## config.mk

```make
export PLATFORM = sky130hd
export DESIGN_NAME = ecp5pll_phase_ctrl
export DESIGN_NICKNAME = d
export VERILOG_FILES = /design/src/rtl/ecp5pll_phase_pkg.sv /design/src/rtl/ecp5pll_phase_ctrl_btn_debounce.sv /design/src/rtl/ecp5pll_phase_ctrl.sv
export SDC_FILE = /design/constraint.sdc
export NUM_CORES = 1
export LEC_CHECK = 0
export BUFFER_PORTS_ARGS = -buffer_cell sky130_fd_sc_hd__buf_2
export CAP_MARGIN = 5
export CORE_MARGIN = 2
export CORE_UTILIZATION = 24
export DETAILED_ROUTE_END_ITERATION = 16
export PLACE_DENSITY = 0.47
export SLEW_MARGIN = 0
export SYNTH_ARGS = -nofsm -noshare
export SYNTH_HDL_FRONTEND = slang
export SYNTH_SLANG_ARGS = --single-unit
```

## constraint.sdc

```tcl
create_clock -name clk -period 4.5 [get_ports clk]
set_clock_uncertainty 0.15 [all_clocks]
set_input_delay 0.45 -clock clk [delete_from_list [all_inputs] [get_ports clk]]
set_output_delay 0.45 -clock clk [all_outputs]
set_load 0.01 [all_outputs]
```

## src/rtl/ecp5pll_phase_pkg.sv

```systemverilog
// Shared encodings for the ECP5 PLL dynamic phase controller.
package ecp5pll_phase_pkg;

  typedef enum logic [2:0] {
    ST_IDLE,
    ST_SETUP,
    ST_STEP,
    ST_HOLD,
    ST_SETTLE
  } step_state_t;

  typedef enum logic [2:0] {
    SW_IDLE,
    SW_SCORE,
    SW_NEXT,
    SW_WAIT,
    SW_CENTER
  } sweep_state_t;

  localparam logic DIR_INC = 1'b0;
  localparam logic DIR_DEC = 1'b1;

  function automatic int phase_width(input int steps);
    return (steps > 2) ? $clog2(steps) : 1;
  endfunction

endpackage

```

## src/rtl/ecp5pll_phase_ctrl_btn_debounce.sv

```systemverilog
// Button conditioner: 2-FF synchroniser followed by a stability down-counter.
module btn_debounce #(
  parameter int C_bits = 16
) (
  input  logic clk,
  input  logic rst_n,
  input  logic raw,
  output logic db
);

  logic [1:0]        sync;
  logic [C_bits-1:0] cnt;

  // The output flips only after 2^C_bits consecutive samples that disagree with it.
  always_ff @(posedge clk or negedge rst_n) begin
    if (!rst_n) begin
      sync <= '0;
      cnt  <= '1;
      db   <= 1'b0;
    end else begin
      sync <= {sync[0], raw};
      if (sync[1] == db) begin
        cnt <= '1;
      end else if (cnt == '0) begin
        db  <= sync[1];
        cnt <= '1;
      end else begin
        cnt <= cnt - 1'b1;
      end
    end
  end

endmodule

```

## src/rtl/ecp5pll_phase_ctrl.sv

```systemverilog
// Multi-channel EHXPLLL dynamic phase stepper with button control and
// an auto-sweep that centres a channel in its widest error-free window.
//
// step FSM  | meaning
// ST_IDLE   | waiting for a manual or sweep step request
// ST_SETUP  | phasesel/phasedir latched, one cycle ahead of the pulse
// ST_STEP   | phasestep high for C_step_hold cycles
// ST_HOLD   | phasestep low, sel/dir still held
// ST_SETTLE | C_settle cycles for the PLL to settle
//
// sweep FSM | meaning
// SW_IDLE   | no sweep running
// SW_SCORE  | counting pass/fail events at the current position
// SW_NEXT   | fold position result into runs, request +1 step
// SW_WAIT   | wait for the step to finish, then score or wrap up
// SW_CENTER | walk back with -1 steps to the window centre
module ecp5pll_phase_ctrl
  import ecp5pll_phase_pkg::*;
#(
  parameter int C_channels      = 2,
  parameter int C_steps         = 64,
  parameter int C_debounce_bits = 16,
  parameter int C_step_hold     = 4,
  parameter int C_settle        = 1024,
  parameter int C_passes        = 4
) (
  input  logic       clk,
  input  logic       rst_n,
  input  logic       inc,
  input  logic       dec,
  input  logic [1:0] sel,
  input  logic       sweep_start,
  input  logic       pass_in,
  input  logic       fail_in,
  output logic [1:0] phasesel,
  output logic       phasedir,
  output logic       phasestep,
  output logic       phaseloadreg,
  output logic [7:0] phase,
  output logic       busy,
  output logic       sweep_done,
  output logic       sweep_fail,
  output logic [7:0] win_lo,
  output logic [7:0] win_len
);

  localparam int PW   = phase_width(C_steps);
  localparam int TMAX = (C_settle > C_step_hold) ? C_settle : C_step_hold;
  localparam int TW   = $clog2(TMAX + 1);
  localparam int CW   = $clog2(C_passes + 1);

  localparam logic [TW-1:0] HOLD_LD   = TW'(C_step_hold - 1);
  localparam logic [TW-1:0] SETTLE_LD = TW'(C_settle - 1);
  localparam logic [CW-1:0] PASS_LAST = CW'(C_passes - 1);
  localparam logic [PW:0]   N_POS     = (PW + 1)'(C_steps);
  localparam logic [PW:0]   LEN_MAX   = (PW + 1)'(255);

  step_state_t  st_state, st_next;
  sweep_state_t sw_state, sw_next;

  logic          inc_db, dec_db, inc_db_q, dec_db_q;
  logic          inc_rise, dec_rise, sel_ok;
  logic          man_go, man_dir, sw_req, sw_dir, sw_begin, sw_end;
  logic [TW-1:0] tmr;
  logic [PW-1:0] phase_cnt [C_channels];
  logic [PW-1:0] sw_phase, sel_phase, target;

  logic [1:0]    sw_chan;
  logic [PW:0]   pos_cnt, cur_len, best_len, run_len;
  logic [CW-1:0] pass_cnt;
  logic          pos_bad;
  logic [PW-1:0] cur_lo, best_lo, run_lo;

  btn_debounce #(.C_bits(C_debounce_bits)) u_db_inc (
    .clk(clk), .rst_n(rst_n), .raw(inc), .db(inc_db)
  );
  btn_debounce #(.C_bits(C_debounce_bits)) u_db_dec (
    .clk(clk), .rst_n(rst_n), .raw(dec), .db(dec_db)
  );

  always_ff @(posedge clk or negedge rst_n) begin
    if (!rst_n) begin
      inc_db_q <= 1'b0;
      dec_db_q <= 1'b0;
    end else begin
      inc_db_q <= inc_db;
      dec_db_q <= dec_db;
    end
  end

  assign inc_rise     = inc_db & ~inc_db_q;
  assign dec_rise     = dec_db & ~dec_db_q;
  assign sel_ok       = (int'(sel) < C_channels);
  assign busy         = (st_state != ST_IDLE) || (sw_state != SW_IDLE);
  assign phasestep    = (st_state == ST_STEP);
  assign phaseloadreg = 1'b0;
  assign phase        = 8'(sel_phase);

  always_comb begin
    sw_phase  = '0;
    sel_phase = '0;
    for (int i = 0; i < C_channels; i++) begin
      if (sw_chan == 2'(i)) sw_phase = phase_cnt[i];
      if (sel == 2'(i))     sel_phase = phase_cnt[i];
    end
  end

  always_comb begin
    man_go  = 1'b0;
    man_dir = DIR_INC;
    if (!busy && sel_ok && !(inc_db && dec_db)) begin
      if (inc_rise) begin
        man_go = 1'b1;
      end else if (dec_rise) begin
        man_go  = 1'b1;
        man_dir = DIR_DEC;
      end
    end
  end

  always_ff @(posedge clk or negedge rst_n) begin
    if (!rst_n) st_state <= ST_IDLE;
    else        st_state <= st_next;
  end

  always_comb begin
    st_next = st_state;
    case (st_state)
      ST_IDLE:   if (sw_req || man_go) st_next = ST_SETUP;
      ST_SETUP:  st_next = ST_STEP;
      ST_STEP:   if (tmr == '0) st_next = ST_HOLD;
      ST_HOLD:   st_next = ST_SETTLE;
      ST_SETTLE: if (tmr == '0) st_next = ST_IDLE;
      default:   st_next = ST_IDLE;
    endcase
  end

  // Counter moves as the pulse starts so 'phase' tracks the PLL from the first STEP cycle.
  always_ff @(posedge clk or negedge rst_n) begin
    if (!rst_n) begin
      phasesel <= '0;
      phasedir <= DIR_INC;
      tmr      <= '0;
      for (int i = 0; i < C_channels; i++) phase_cnt[i] <= '0;
    end else begin
      case (st_state)
        ST_IDLE: begin
          if (sw_req) begin
            phasesel <= sw_chan;
            phasedir <= sw_dir;
          end else if (man_go) begin
            phasesel <= sel;
            phasedir <= man_dir;
          end
        end
        ST_SETUP:  tmr <= HOLD_LD;
        ST_HOLD:   tmr <= SETTLE_LD;
        ST_STEP,
        ST_SETTLE: if (tmr != '0) tmr <= tmr - 1'b1;
        default: ;
      endcase
      if (st_state == ST_SETUP) begin
        for (int i = 0; i < C_channels; i++) begin
          if (phasesel == 2'(i))
            phase_cnt[i] <= (phasedir == DIR_DEC) ? phase_cnt[i] - 1'b1 : phase_cnt[i] + 1'b1;
        end
      end
    end
  end

  assign run_len = cur_len + 1'b1;
  assign run_lo  = (cur_len == '0) ? sw_phase : cur_lo;
  assign target  = best_lo + PW'((best_len - 1'b1) >> 1);

  always_ff @(posedge clk or negedge rst_n) begin
    if (!rst_n) sw_state <= SW_IDLE;
    else        sw_state <= sw_next;
  end

  always_comb begin
    sw_next  = sw_state;
    sw_req   = 1'b0;
    sw_dir   = DIR_INC;
    sw_begin = 1'b0;
    sw_end   = 1'b0;
    case (sw_state)
      SW_IDLE: begin
        if (sweep_start && !busy && sel_ok) begin
          sw_begin = 1'b1;
          sw_next  = SW_SCORE;
        end
      end
      SW_SCORE: if (pass_in && pass_cnt == PASS_LAST) sw_next = SW_NEXT;
      SW_NEXT: begin
        sw_req  = 1'b1;
        sw_next = SW_WAIT;
      end
      SW_WAIT: begin
        if (st_state == ST_IDLE) begin
          if (pos_cnt != N_POS) begin
            sw_next = SW_SCORE;
          end else if (best_len == '0) begin
            sw_end  = 1'b1;
            sw_next = SW_IDLE;
          end else begin
            sw_next = SW_CENTER;
          end
        end
      end
      SW_CENTER: begin
        if (st_state == ST_IDLE) begin
          if (sw_phase == target) begin
            sw_end  = 1'b1;
            sw_next = SW_IDLE;
          end else begin
            sw_req = 1'b1;
            sw_dir = DIR_DEC;
          end
        end
      end
      default: sw_next = SW_IDLE;
    endcase
  end

  // Strict '>' on the best run keeps the earliest window on ties.
  always_ff @(posedge clk or negedge rst_n) begin
    if (!rst_n) begin
      sw_chan    <= '0;
      pos_cnt    <= '0;
      pass_cnt   <= '0;
      pos_bad    <= 1'b0;
      cur_lo     <= '0;
      cur_len    <= '0;
      best_lo    <= '0;
      best_len   <= '0;
      sweep_done <= 1'b0;
      sweep_fail <= 1'b0;
      win_lo     <= '0;
      win_len    <= '0;
    end else begin
      if (sw_begin) begin
        sw_chan    <= sel;
        pos_cnt    <= '0;
        pass_cnt   <= '0;
        pos_bad    <= 1'b0;
        cur_lo     <= '0;
        cur_len    <= '0;
        best_lo    <= '0;
        best_len   <= '0;
        sweep_done <= 1'b0;
        sweep_fail <= 1'b0;
      end
      if (sw_state == SW_SCORE) begin
        if (pass_in) pass_cnt <= pass_cnt + 1'b1;
        if (fail_in) pos_bad  <= 1'b1;
      end
      if (sw_state == SW_NEXT) begin
        pass_cnt <= '0;
        pos_bad  <= 1'b0;
        pos_cnt  <= pos_cnt + 1'b1;
        if (pos_bad) begin
          cur_len <= '0;
        end else begin
          cur_len <= run_len;
          cur_lo  <= run_lo;
          if (run_len > best_len) begin
            best_len <= run_len;
            best_lo  <= run_lo;
          end
        end
      end
      if (sw_end) begin
        sweep_done <= 1'b1;
        sweep_fail <= (best_len == '0);
        win_lo     <= 8'(best_lo);
        win_len    <= (best_len > LEN_MAX) ? 8'hFF : 8'(best_len);
      end
    end
  end

endmodule

```

# Yosys cells after proc, flatten, opt, wreduce, memory -nomap -nowiden
# Cells that the tools add are included.
# Widths: inputs -> output; s select.
dict set report totals {
  ff_bits 127
  word_cells 182
}
dict set report op_classes {
  n_bitwise 6
  order_cmp 3
  n_reduce_logical 36
  add_sub_neg 12
  eq_ne 25
  n_mux 73
}
# op n
set ops {}
lappend ops {{$mux 6} 14}
lappend ops {{$mux 16} 4}
lappend ops {{$mux 7} 8}
lappend ops {{$mux 3} 14}
lappend ops {{$pmux 11 s3} 1}
lappend ops {{$logic_not 16->1} 2}
lappend ops {{$sub 16x1->16 const B} 2}
lappend ops {{$pmux 3 s5} 2}
lappend ops {{$mux 1} 24}
lappend ops {{$ne 2x2->1 const B} 8}
lappend ops {{$eq 3x2->1 const B} 5}
lappend ops {{$add 7x1->7 const B} 2}
lappend ops {{$logic_not 7->1} 2}
lappend ops {{$add 6x1->6 const B} 2}
lappend ops {{$reduce_and 2->1} 6}
lappend ops {{$sub 6x1->6 const B} 2}
lappend ops {{$logic_not 11->1} 1}
lappend ops {{$mux 11} 1}
lappend ops {{$reduce_bool 11->1} 1}
lappend ops {{$sub 11x1->11 const B} 1}
lappend ops {{$reduce_bool 3->1} 3}
lappend ops {{$mux 8} 1}
lappend ops {{$gt 7x7->1} 1}
lappend ops {{$gt 7x7->1 const B} 1}
lappend ops {{24 further kinds} 47}

# Longest topological paths before layout
# Gate-level depths: netlist of run 1.
dict set report logic_depth {
  word_depth 11
  depth_mapped 14
}

# Cells and area by module
# From an unflattened synthesis of run 1, not the netlist that was laid out.
dict set report hier_totals {
  hier_cells 734
  hier_area_um2 7314.5
}
# module seq_area_each_um2 instances area_per_inst_um2 cells_each
set by_module_without_submodules {}
lappend by_module_without_submodules {ecp5pll_phase_ctrl 2227.1 1 5382.7 564}
lappend by_module_without_submodules {btn_debounce 495.5 2 965.9 85}

# Worst setup path after synthesis of run 1
# Ideal clock, no wire load.
dict set report synth_timing {
  path_kind {register to register}
  from {register best_len[1]}
  to {register win_len[1]}
  n_path_buf 1
  period_less_slack_ns 3.256
  setup_slack_ns 1.244
  setup_ns 0.125
  t_arrival_ns 2.981
  stages_incl_launch_ff 13
  cell_sequence {dfrtp_1 > inv_1 > ha_1 > nand2_1 > xnor2_1 > ha_1 > or2_2 > o21a_1 > o311ai_1 > nor4b_4 > o211ai_4 > buf_6 > mux2_4}
}
dict set report synth_between {
  elab_chain_len 6
  word_cells_on_any_way 12
  cone_classes {2 x add/sub; 1 x order compare; 1 x eq/ne; 7 x mux; 1 x reduce/logical}
}
# element line
set synth_lines {}
lappend synth_lines {{from (decl)} ecp5pll_phase_ctrl.sv:69} ;# logic [PW:0] pos_cnt, cur_len, best_len, run_len;
lappend synth_lines {{from (signal assigned)} ecp5pll_phase_ctrl.sv:267} ;# best_len <= run_len;
lappend synth_lines {{$sub 7x1->7} ecp5pll_phase_ctrl.sv:173} ;# assign target = best_lo + PW'((best_len - 1'b1) >> 1);
lappend synth_lines {{$add 6x6->6} ecp5pll_phase_ctrl.sv:173}
lappend synth_lines {{$eq 6x6->1} ecp5pll_phase_ctrl.sv:212} ;# if (sw_phase == target) begin
lappend synth_lines {{$mux 1} ecp5pll_phase_ctrl.sv:212}
lappend synth_lines {{$mux 1} ecp5pll_phase_ctrl.sv:211} ;# if (st_state == ST_IDLE) begin
lappend synth_lines {{$pmux 1 s2} ecp5pll_phase_ctrl.sv:186} ;# case (sw_state)
lappend synth_lines {{to (signal assigned)} ecp5pll_phase_ctrl.sv:276} ;# win_len <= (best_len > LEN_MAX) ? 8'hFF : 8'(best_len);
lappend synth_lines {{to (decl)} ecp5pll_phase_ctrl.sv:44} ;# output logic [7:0] win_len
# Parallel ways exist; a longest one is shown, timed or not.
# A chain may end at the register's enable or synchronous reset.

# Final worst setup path of run 1
dict set report layout_timing {
  from {register best_len[1]}
  to {register win_len[0]}
}
# Same word-level chain as after synthesis.

==> results of run 1 <==
[sequential cells by signal, indices dropped and copies added, names as in the netlist, 7 cells and up]
| signal | cells |
|---|---|
| u_db_dec.cnt | 16 |
| u_db_inc.cnt | 16 |
| phase_cnt | 12 |
| tmr | 11 |
| win_len | 8 |
| best_len | 7 |
| cur_len | 7 |
| pos_cnt | 7 |
[cells in the mapped netlist (2+ instances only)]
library cell | count | area [µm²]
dfrtp_1 | 95 | 2380
nand2_1 | 89 | 334
o21ai_0 | 56 | 280
nor2_1 | 47 | 176
inv_1 | 41 | 154
nand3_1 | 41 | 205
ha_1 | 34 | 425
xnor2_1 | 34 | 298
dfstp_2 | 32 | 841
a21oi_1 | 27 | 135
mux2i_1 | 25 | 250
clkbuf_1 | 24 | 90.1
xor2_1 | 21 | 184
nor4_1 | 18 | 113
nor3_1 | 16 | 80.1
mux2_2 | 13 | 146
a21o_1 | 9 | 67.6
mux2_4 | 8 | 120
or3_1 | 8 | 50.1
nand2b_1 | 7 | 43.8
a31oi_1 | 6 | 37.5
and3_1 | 6 | 37.5
o31ai_1 | 6 | 45.0
buf_4 | 5 | 37.5
a22o_1 | 4 | 35.0
nand4_1 | 4 | 25.0
nor2b_1 | 4 | 25.0
o21a_1 | 4 | 30.0
or4_1 | 4 | 30.0
a211oi_1 | 3 | 22.5
and2_1 | 3 | 18.8
fa_1 | 3 | 60.1
o21bai_1 | 3 | 22.5
or2_2 | 3 | 18.8
a22oi_1 | 2 | 15.0
buf_6 | 2 | 22.5
clkinv_1 | 2 | 7.51
nand3b_1 | 2 | 15.0
o211ai_1 | 2 | 15.0
o32a_1 | 2 | 20.0
o32ai_1 | 2 | 17.5
o41ai_1 | 2 | 17.5
or3b_2 | 2 | 17.5
[what timing repair did]
action / CTS / global route
resized for setup: 0 / 0
hold buffers: 3 / 0
endpoints found under the hold margin: 47 / 0
[worst paths after layout]
kind                                     to  slack (ps)  depth (start not counted)
max in group asynchronous      phase_cnt[8]        2810                          3
hold / removal             u_db_dec.sync[1]         200                          0
hold reg to reg            u_db_dec.sync[1]         200                          0
min in group asynchronous            tmr[4]         450                          2
setup reg to reg                 win_len[0]         790                         11
setup / recovery                 win_len[0]         790                         11
[power by group through the flow]
stage	logic (mW)	clock network [mW]	registers [mW]
finish	0.0757	1.35	1.16
global route	0.0881	1.45	1.16
CTS	0.0794	1.39	1.16
detailed placement	0.0768	0	1.18
global placement	0.0769	0	1.18
floorplan	0.0393	0	1.18
[stage by stage]
stage          hold slack [ps]  power, mW  std cells  setup slack (ps)
2_1_floorplan             4.41       1.22        746              1240
3_3_place_gp               187       1.26       1147               765
3_5_place_dp               186       1.26       1147               760
4_1_cts                    199       2.64       1182               733
5_1_grt                    206       2.70       1182               499
6_report                   199       2.59       1182               789
[final cells by class]
class | count | area, µm²
clock buffer | 29 | 572
clock inverter | 3 | 17.5
fill | 3116 | 21200
inverter | 43 | 161
multi-input combinational | 545 | 3690
sequential | 127 | 3220
tap | 390 | 488
timing repair buffer | 45 | 264
[kinds of logic (layout without fill, tap and decap cells)]
logic type / count (synthesis) / count (layout)
mux: 47 / 47
other cells: 1 / 5
buf+inv: 74 / 120
flops: 127 / 127
simple gates: 263 / 263
compound gates: 137 / 137
fa+ha+maj: 37 / 37
xor+xnor: 56 / 56
[routing by layer]
| layer | share of wire | vias up | wire, µm |
|---|---|---|---|
| li1 | - | 2657 | - |
| met3 | 0.031 | 10 | 506 |
| met1 | 0.52 | 2513 | 8470 |
| met2 | 0.43 | 67 | 7030 |
| met4 | 0.013 | 0 | 218 |
| met5 | 0 | - | 0 |
==> results.yml, run 1 <==
timing:
  drv_slew: 0
  hold_viol: 0
  setup_violations: 0
  setup_tns_ps: 0
  fmax_ghz: 0.269
  rsz0062_at_grt: "false"
  min_period_ps: 3710
  slew-limit-headroom: 0.359
  finalCritPeriodShare: 0.825
  worst_pin_slew_ps: 958
global_routing:
  gr-usage-all-layers: 0.111
  grt_util_met2: 0.164
  grt_first_pass_wirelength_um: 27600
  grt_start_max_net_pins: 57
  use_met3: 0.0284
  grt_pass1_vias: 5302
  gr-total-overflow: 0
  antenna_found_initial: 0
  grt.busiest_layer: "met2"
  use_met1: 0.157
placement:
  portBuffers: 35
  dp_hpwl_um: 11500
  finalWeightedCongestion: 0.765
  place_area_um2: 7790
synthesis:
  postSynthAreaPerCell_um2: 9.71
  synth-edff-count: 0
  synth-compound-area-share: 0.118
  yosysWarnings: 0
  synth_top_family_by_area: "simple AND/OR/NAND/NOR gates"
  synth-simple-area-share: 0.179
  synthCells: 742
  synth_fa_ha_area_frac: 0.0674
  async_reset_ff_frac: 1.00
  ys_seq_area_frac: 0.447
  synth_mux_area_frac: 0.0749
  synth_seq_cells: 127
  synth_area_um2: 7200
  synth_cell_types: 64
  synth-main-ff-cell: "dfrtp_1"
  synthXorXnorAreaFrac: 0.0700
cts:
  cts.path.max_buffers: 2
  postCtsSetupRepairBufs: 0
  insertion_delay_ps: 430
  htreeDepth: 4
  cts_root_buf: "clkbuf_16"
  cts_tree: "done"
  clk_pin_slew_ps: 50
  cts_inserted_buffers: 17
  cts.sinks: 127
finish:
  layout_common_cells: "dfrtp_1 (95), nand2_1 (89), o21ai_0 (56)"
  drive_above_1_share: 0.173
  syn_to_final_growth_pct: 16.7
  final_util: 0.284
  nets: 825
  final_cell_area_um2: 8410
  diodes: 0
  mostFrequentLayoutCell: "dfrtp_1"
power_and_ir_drop:
  leakagePower_nw: 3.58
  swShare: 0.214
  combPwrFrac: 0.029
  p_sw_mw: 0.555
  p_seq_frac: 0.449
  p_per_area_nw_per_um2: 308
  max-vdd-ir-drop_uv: 137
  power.share.clock: 0.522
  p_int_mw: 2.03
setup_path:
  crit_buf_inv: 1
  cp_max_fo: 15
  cp.required_ps: 4650
  path_common_cell: "ha_1"
  cp_top_family: "compound AO/OA/AOI/OAI gates"
  path_cells: "inv_1, ha_1, nand2_1, xnor2_1, ha_1, or2_2, o21a_1, o311ai_1, nor4b_4, o211ai_4, mux2_2"
  slowest_delay_ps: 580
  timing.rr.start: "best_len[1]"
  criticalPathCategory: "flip-flop to flip-flop"
  cp_slowest_cell: "o211ai_4"
  critPathLaunch: "best_len[1]"
  worstSetupEndpointType: "flip-flop"
  cp_data_arrival_time_ps: 3860
  crit_path_start_kind: "flip-flop"
detailed_routing:
  wl_um: 16200
  routed_via_density: 4.44
  ant_nets: 0
  drtIter0Drc: 243
  vias: 5247
  wl_per_cell_um: 13.7
  route.detailed.drc: 0
  dr.pass1.iters: 4
floorplan:
  die_w_um: 177
  fp.coreArea_um2: 29600
  num_io_pins: 41
  start_util: 0.244
  die-height_um: 177
  dieArea_um2: 31400
  std_cell_rows: 63
min_path:
  min_from: "u_db_dec.sync[0]"
  hold_class: "flip-flop to flip-flop"
status:
  status: "completed"
run:
  maxCapViolations: 0
No activity file was read; power rests on OpenSTA's default activity.
==> inputs of run 2 (changes only) <==
--- a/config.mk
+++ b/config.mk
@@ -10,7 +10,7 @@
 export CORE_MARGIN = 2
 export CORE_UTILIZATION = 24
 export DETAILED_ROUTE_END_ITERATION = 16
-export PLACE_DENSITY = 0.47
+export PLACE_DENSITY = 0.49
 export SLEW_MARGIN = 0
 export SYNTH_ARGS = -nofsm -noshare
 export SYNTH_HDL_FRONTEND = slang
==> constraint.sdc (replaced) <==
create_clock -name clk -period 3.4 [get_ports clk]
set_clock_uncertainty 0.15 [all_clocks]
set_input_delay 0.34 -clock clk [delete_from_list [all_inputs] [get_ports clk]]
set_output_delay 0.34 -clock clk [all_outputs]
set_load 0.01 [all_outputs]
==> run 2 against run 1 <==
Effect of this change:
- power up 30%
- critical endpoint is now win_len[6]
- hold slack got worse by 80 ps
- utilization is 0.32 points higher
- sequential cell count unchanged
- sequential power grew 33%
- largest power group unchanged
==> results.yml, run 2 (synthesis results as in run 1) <==
status:
  status: "completed"
cts:
  cts.path.max_buffers: 2
  cts.sinks: 127
  htreeDepth: 4
  clk_pin_slew_ps: 60
  cts_root_buf: "clkbuf_16"
  cts_tree: "done"
  insertion_delay_ps: 420
  cts_inserted_buffers: 17
global_routing:
  grt_start_max_net_pins: 62
  gr-usage-all-layers: 0.112
  grt_pass1_vias: 5322
  grt_first_pass_wirelength_um: 27900
  antenna_found_initial: 0
  gr-total-overflow: 0
detailed_routing:
  route.detailed.drc: 0
  drtIter0Drc: 387
  dr.pass1.iters: 4
  ant_nets: 0
  wl_per_cell_um: 13.8
  routed_via_density: 4.42
  wl_um: 16500
  vias: 5282
timing:
  worst_pin_slew_ps: 839
  finalCritPeriodShare: 0.941
  rsz0062_at_grt: "false"
  hold_viol: 0
  fmax_ghz: 0.313
  setup_violations: 0
  slew-limit-headroom: 0.439
  drv_slew: 0
  min_period_ps: 3200
  setup_tns_ps: 0
floorplan:
  num_io_pins: 41
  start_util: 0.244
  dieArea_um2: 31400
  std_cell_rows: 63
  die_w_um: 177
  fp.coreArea_um2: 29600
  die-height_um: 177
finish:
  stdcell_count: 1194
  layout_common_cells: "dfrtp_1 (95), nand2_1 (89), o21ai_0 (56)"
  n_fill_cell: 3136
  diodes: 0
  mostFrequentLayoutCell: "dfrtp_1"
  nets: 837
  syn_to_final_growth_pct: 18.1
  drive_above_1_share: 0.192
  top_regs: "u_db_dec.cnt (16), u_db_inc.cnt (16), phase_cnt (12)"
setup_path:
  critPathLaunch: "best_len[0]"
  cp.required_ps: 3560
  slowest_delay_ps: 500
  cp_data_arrival_time_ps: 3350
  crit_path_end: "win_len[6]"
  cp_slowest_cell: "fa_1"
  criticalPathCategory: "flip-flop to flip-flop"
  r2r_slack_ps: 200
  timing.rr.start: "best_len[0]"
  reg2reg_depth: 11
  r2r_end: "win_len[6]"
  worstSetupEndpointType: "flip-flop"
  path_cells: "inv_1, ha_2, xor2_1, inv_1, fa_1, o31a_1, o32a_1, nor4b_4, o211ai_4, buf_12, mux2_4"
  path_common_cell: "inv_1"
  cp_top_family: "adder cells"
  path_depth: 11
  crit_buf_inv: 3
  cp_max_fo: 16
  crit_path_start_kind: "flip-flop"
power_and_ir_drop:
  p_per_area_nw_per_um2: 396
  max-vdd-ir-drop_uv: 357
  leakagePower_nw: 3.61
run:
  maxCapViolations: 0
placement:
  dp_hpwl_um: 11500
  portBuffers: 35
  finalWeightedCongestion: 0.789
  place_inst: 1158
min_path:
  hold_class: "input port to flip-flop"
[run 2: cell types whose count changed in the layout (fill, tap and decap cells not counted), moves of 2 or more]
cell / previous run / this run
buf_4: 7 / 17
clkinvlp_4: 1 / 6
buf_12: 0 / 2
clkinv_4: 0 / 2
clkbuf_1: 3 / 1
clkbuf_8: 8 / 1
[run 2: layout make-up]
cell class / instances / area [µm²] / share of cell area
Clock inverter: 13 / 116 / 0.0137
Timing Repair Buffer: 57 / 379 / 0.0446
Inverter: 43 / 161 / 0.0190
Clock buffer: 19 / 443 / 0.0521
Tap cell: 390 / 488 / 0.0574
Multi-Input combinational cell: 545 / 3700 / 0.435
Sequential cell: 127 / 3220 / 0.378
[run 2: worst min path at each step]
stage | from | endpoint | slack [ps] | cells after the start
6_report | fail_in | pos_bad | 120 | 3
5_1_grt | fail_in | pos_bad | 140 | 3
4_1_cts | fail_in | pos_bad | 130 | 3
3_5_place_dp | u_db_inc.sync[0] | u_db_inc.sync[1] | 180 | 0
3_3_place_gp | u_db_dec.sync[0] | u_db_dec.sync[1] | 180 | 0
2_1_floorplan | rst_n | best_len[0] | -110 | 0
[run 2: metrics by stage]
stage          cell area, µm²  hold slack, ps  setup slack [ps]  power (mW)   util
5_1_grt                  8500             138              46.6        3.50  0.288
6_report                 8500             119               202        3.37  0.288
4_1_cts                  8490             127              25.8        3.43  0.287
3_5_place_dp             7900             185              52.3        1.67  0.267
2_1_floorplan            7220            -106               144        1.61      -
3_3_place_gp             7900             185              86.5        1.67  0.267
[run 2: per-layer routing]
layer / part of all wire / global-route usage
met3: 0.029 / 0.0213
met2: 0.43 / 0.169
met5: 0 / 0
met4: 0.0099 / 0.0403
met1: 0.53 / 0.160
[run 2: worst register-to-register path, stage by stage (launching register included)]
cell and delay [ps]:
dfrtp_1 370, inv_1 90, ha_2 210, xor2_1 190, inv_1 80, fa_1 500
o31a_1 320, o32a_1 220, nor4b_4 340, o211ai_4 120, buf_12 180, mux2_4 310
[run 2: timing repair]
item | 4_1_cts | 5_1_grt
endpoints found under the hold margin | 58 | 0
hold buffers | 3 | 0
setup buffers | 0 | 1
endpoints found under the setup margin | 0 | 15
resized for setup | 0 | 3
[run 2: power breakdown]
group | internal, mW | switching [mW]
Combinational | 0.0342 | 0.0690
Clock | 1.02 | 0.708
Sequential | 1.53 | 0.00949
==> inputs of run 3 (changes only) <==
--- a/config.mk
+++ b/config.mk
@@ -5,6 +5,7 @@
 export SDC_FILE = /design/constraint.sdc
 export NUM_CORES = 1
 export LEC_CHECK = 0
+export ABC_AREA = 1
 export BUFFER_PORTS_ARGS = -buffer_cell sky130_fd_sc_hd__buf_2
 export CAP_MARGIN = 5
 export CORE_MARGIN = 2
==> run 3 against run 2 <==
Effect of this change:
- synthesized area is 0.28% lower
- critical endpoint is now win_len[7]
- fmax is 4.2% higher
- synthesized cell count is 18% higher
- cell count is 11% higher
- via count is 7.3% higher
- largest power group is now combinational cells
==> results.yml, run 3 <==
status:
  status: "completed"
detailed_routing:
  wl_per_cell_um: 12.2
  vias: 5665
  routed_via_density: 4.26
  route.detailed.drc: 0
  drtIter0Drc: 289
  wl_um: 16300
  ant_nets: 0
  dr.pass1.iters: 4
synthesis:
  synth_seq_cells: 127
  postSynthAreaPerCell_um2: 8.19
  post-synth-top-area-fraction: 0.331
  synth_commonest_cells: "nand2_1 (195), inv_1 (128), dfrtp_1 (95)"
  ys_seq_area_frac: 0.448
  yosysWarnings: 0
  synth.area.top_cells: "dfrtp_1 (33%), dfstp_2 (12%), nand2_1 (10%)"
  synth_top_area_cell: "dfrtp_1"
  synth-main-ff-cell: "dfrtp_1"
  synth_cell_types: 47
  synth_area_um2: 7180
  synthCells: 877
  yosysMostFrequentCell: "nand2_1"
  synth-edff-count: 0
  async_reset_ff_frac: 1.00
placement:
  portBuffers: 35
  finalWeightedCongestion: 0.805
  dp_hpwl_um: 11900
timing:
  finalCritPeriodShare: 0.903
  setup_tns_ps: 0
  fmax_ghz: 0.326
  setup_violations: 0
  slew-limit-headroom: 0.439
  drv_slew: 0
  hold_viol: 0
  rsz0062_at_grt: "false"
  min_period_ps: 3070
  worst_pin_slew_ps: 835
setup_path:
  cp_max_fo: 31
  cp_data_arrival_time_ps: 3240
  cp.required_ps: 3570
  path_cells: "inv_1, ha_1, nand2_1, nor2_2, xor2_1, inv_1, ha_1, a21oi_2, nand2_1, nand2_1, nand2_1, nand2_1, nand2_1, nor2_1, nand3_2, nand2_2, nand2_2, buf_12, o31ai_1"
  crit_path_start_kind: "flip-flop"
  worstSetupEndpointType: "flip-flop"
  slowest_delay_ps: 440
  criticalPathCategory: "flip-flop to flip-flop"
  path_common_cell: "nand2_1"
  cp_slowest_cell: "dfrtp_1"
cts:
  htreeDepth: 4
  clk_pin_slew_ps: 60
  insertion_delay_ps: 420
  cts_inserted_buffers: 17
  cts_root_buf: "clkbuf_16"
  cts.sinks: 127
  cts.path.max_buffers: 2
  cts_tree: "done"
global_routing:
  gr-total-overflow: 0
  grt_start_max_net_pins: 85
  grt_pass1_vias: 5758
  antenna_found_initial: 0
  grt_first_pass_wirelength_um: 28600
  gr-usage-all-layers: 0.114
finish:
  syn_to_final_growth_pct: 18.0
  mostFrequentLayoutCell: "nand2_1"
  final_util: 0.287
  drive_above_1_share: 0.158
  n_fill_cell: 3172
  regArea_um2: 3220
  layout_common_cells: "nand2_1 (195), inv_1 (128), dfrtp_1 (95)"
  nets: 974
  diodes: 0
  top_regs: "u_db_dec.cnt (16), u_db_inc.cnt (16), phase_cnt (12)"
  multi_input_area_um2: 3370
floorplan:
  num_io_pins: 41
  std_cell_rows: 63
  die-height_um: 177
  start_util: 0.243
  dieArea_um2: 31300
  die_w_um: 177
  fp.coreArea_um2: 29600
power_and_ir_drop:
  max-vdd-ir-drop_uv: 404
  leakagePower_nw: 4.07
  p_per_area_nw_per_um2: 872
min_path:
  hold_class: "input port to flip-flop"
run:
  maxCapViolations: 0
[run 3: changes by cell type after synthesis, sizes merged, moves of 9 or more]
cell,before,now
o21ai,57,72
xnor2,34,8
nand2,89,199
nor4,19,2
a21oi,27,17
nand3,41,82
nor2,48,76
clkbuf,24,6
a21o,9,0
mux2,21,1
inv,41,131
mux2i,26,0
o22ai,1,11
[run 3: worst max-delay path, delay by kind of cell (launching register included)]
| kind | cells | cell delay [ps] |
|---|---|---|
| and+or+nand+nor | 11 | 850 |
| adders and majority gates | 2 | 580 |
| DFF | 1 | 440 |
| buffers and inverters | 3 | 390 |
| AOI/OAI and AO/OA | 2 | 370 |
| xor gates and xnor gates | 1 | 170 |
[run 3: what timing repair did]
action,4_1_cts,5_1_grt
endpoints found under the setup margin,0,2
hold buffers,3,0
buffers inserted,0,0
hold endpoints to repair,53,0
gates resized for setup,0,1
[run 3: routing by layer]
layer / GRT usage / share of wire / up-vias
li1: - / - / 2947
met1: 0.149 / 0.49 / 2653
met2: 0.189 / 0.48 / 53
met3: 0.0208 / 0.023 / 12
met4: 0.0379 / 0.0094 / 0
met5: 0 / 0 / -
[run 3: cell families after synthesis]
logic type      count (synthesis)  synth area share
simple gates                  397             0.244
buf+inv                       149            0.0854
compound gates                133             0.114
flops                         127             0.448
fa+ha+maj                      37            0.0676
xor+xnor                       32            0.0390
other cells                     1          0.000522
mux                             1           0.00157
[run 3: final timing paths]
check | endpoint | slack (ps) | startpoint | cells after the start
max | win_len[7] | 330 | best_len[0] | 19
min | pos_bad | 60 | fail_in | 2
max reg2reg | win_len[7] | 330 | best_len[0] | 19
min in group asynchronous | u_db_dec.sync[1] | 420 | rst_n | 2
min reg2reg | u_db_inc.sync[1] | 200 | u_db_inc.sync[0] | 0
max in group asynchronous | phase_cnt[0] | 1930 | rst_n | 3
[run 3: final cells by class]
cell class | instances | share of cell area
Clock buffer | 21 | 0.0595
Inverter | 131 | 0.0583
Multi-Input combinational cell | 605 | 0.398
Tap cell | 390 | 0.0576
Sequential cell | 127 | 0.380
Timing Repair Buffer | 46 | 0.0350
Clock inverter | 11 | 0.0120
[run 3: through the flow]
stage / hold WS (ps) / setup WS, ps / power (mW) / area [µm²] / instances
6_report: 64.5 / 331 / 7.39 / 8470 / 1331
3_5_place_dp: 189 / 334 / 5.57 / 7830 / 1296
2_1_floorplan: -106 / 661 / 4.68 / 7200 / 881
5_1_grt: 87.3 / 36.5 / 8.11 / 8470 / 1331
3_3_place_gp: 187 / 397 / 5.55 / 7830 / 1296
4_1_cts: 67.7 / 298 / 7.49 / 8470 / 1331
[run 3: power breakdown]
group / total (mW) / switching, mW / internal (mW)
clock network: 1.85 / 0.710 / 1.14
logic: 3.26 / 2.05 / 1.21
registers: 2.28 / 0.375 / 1.91
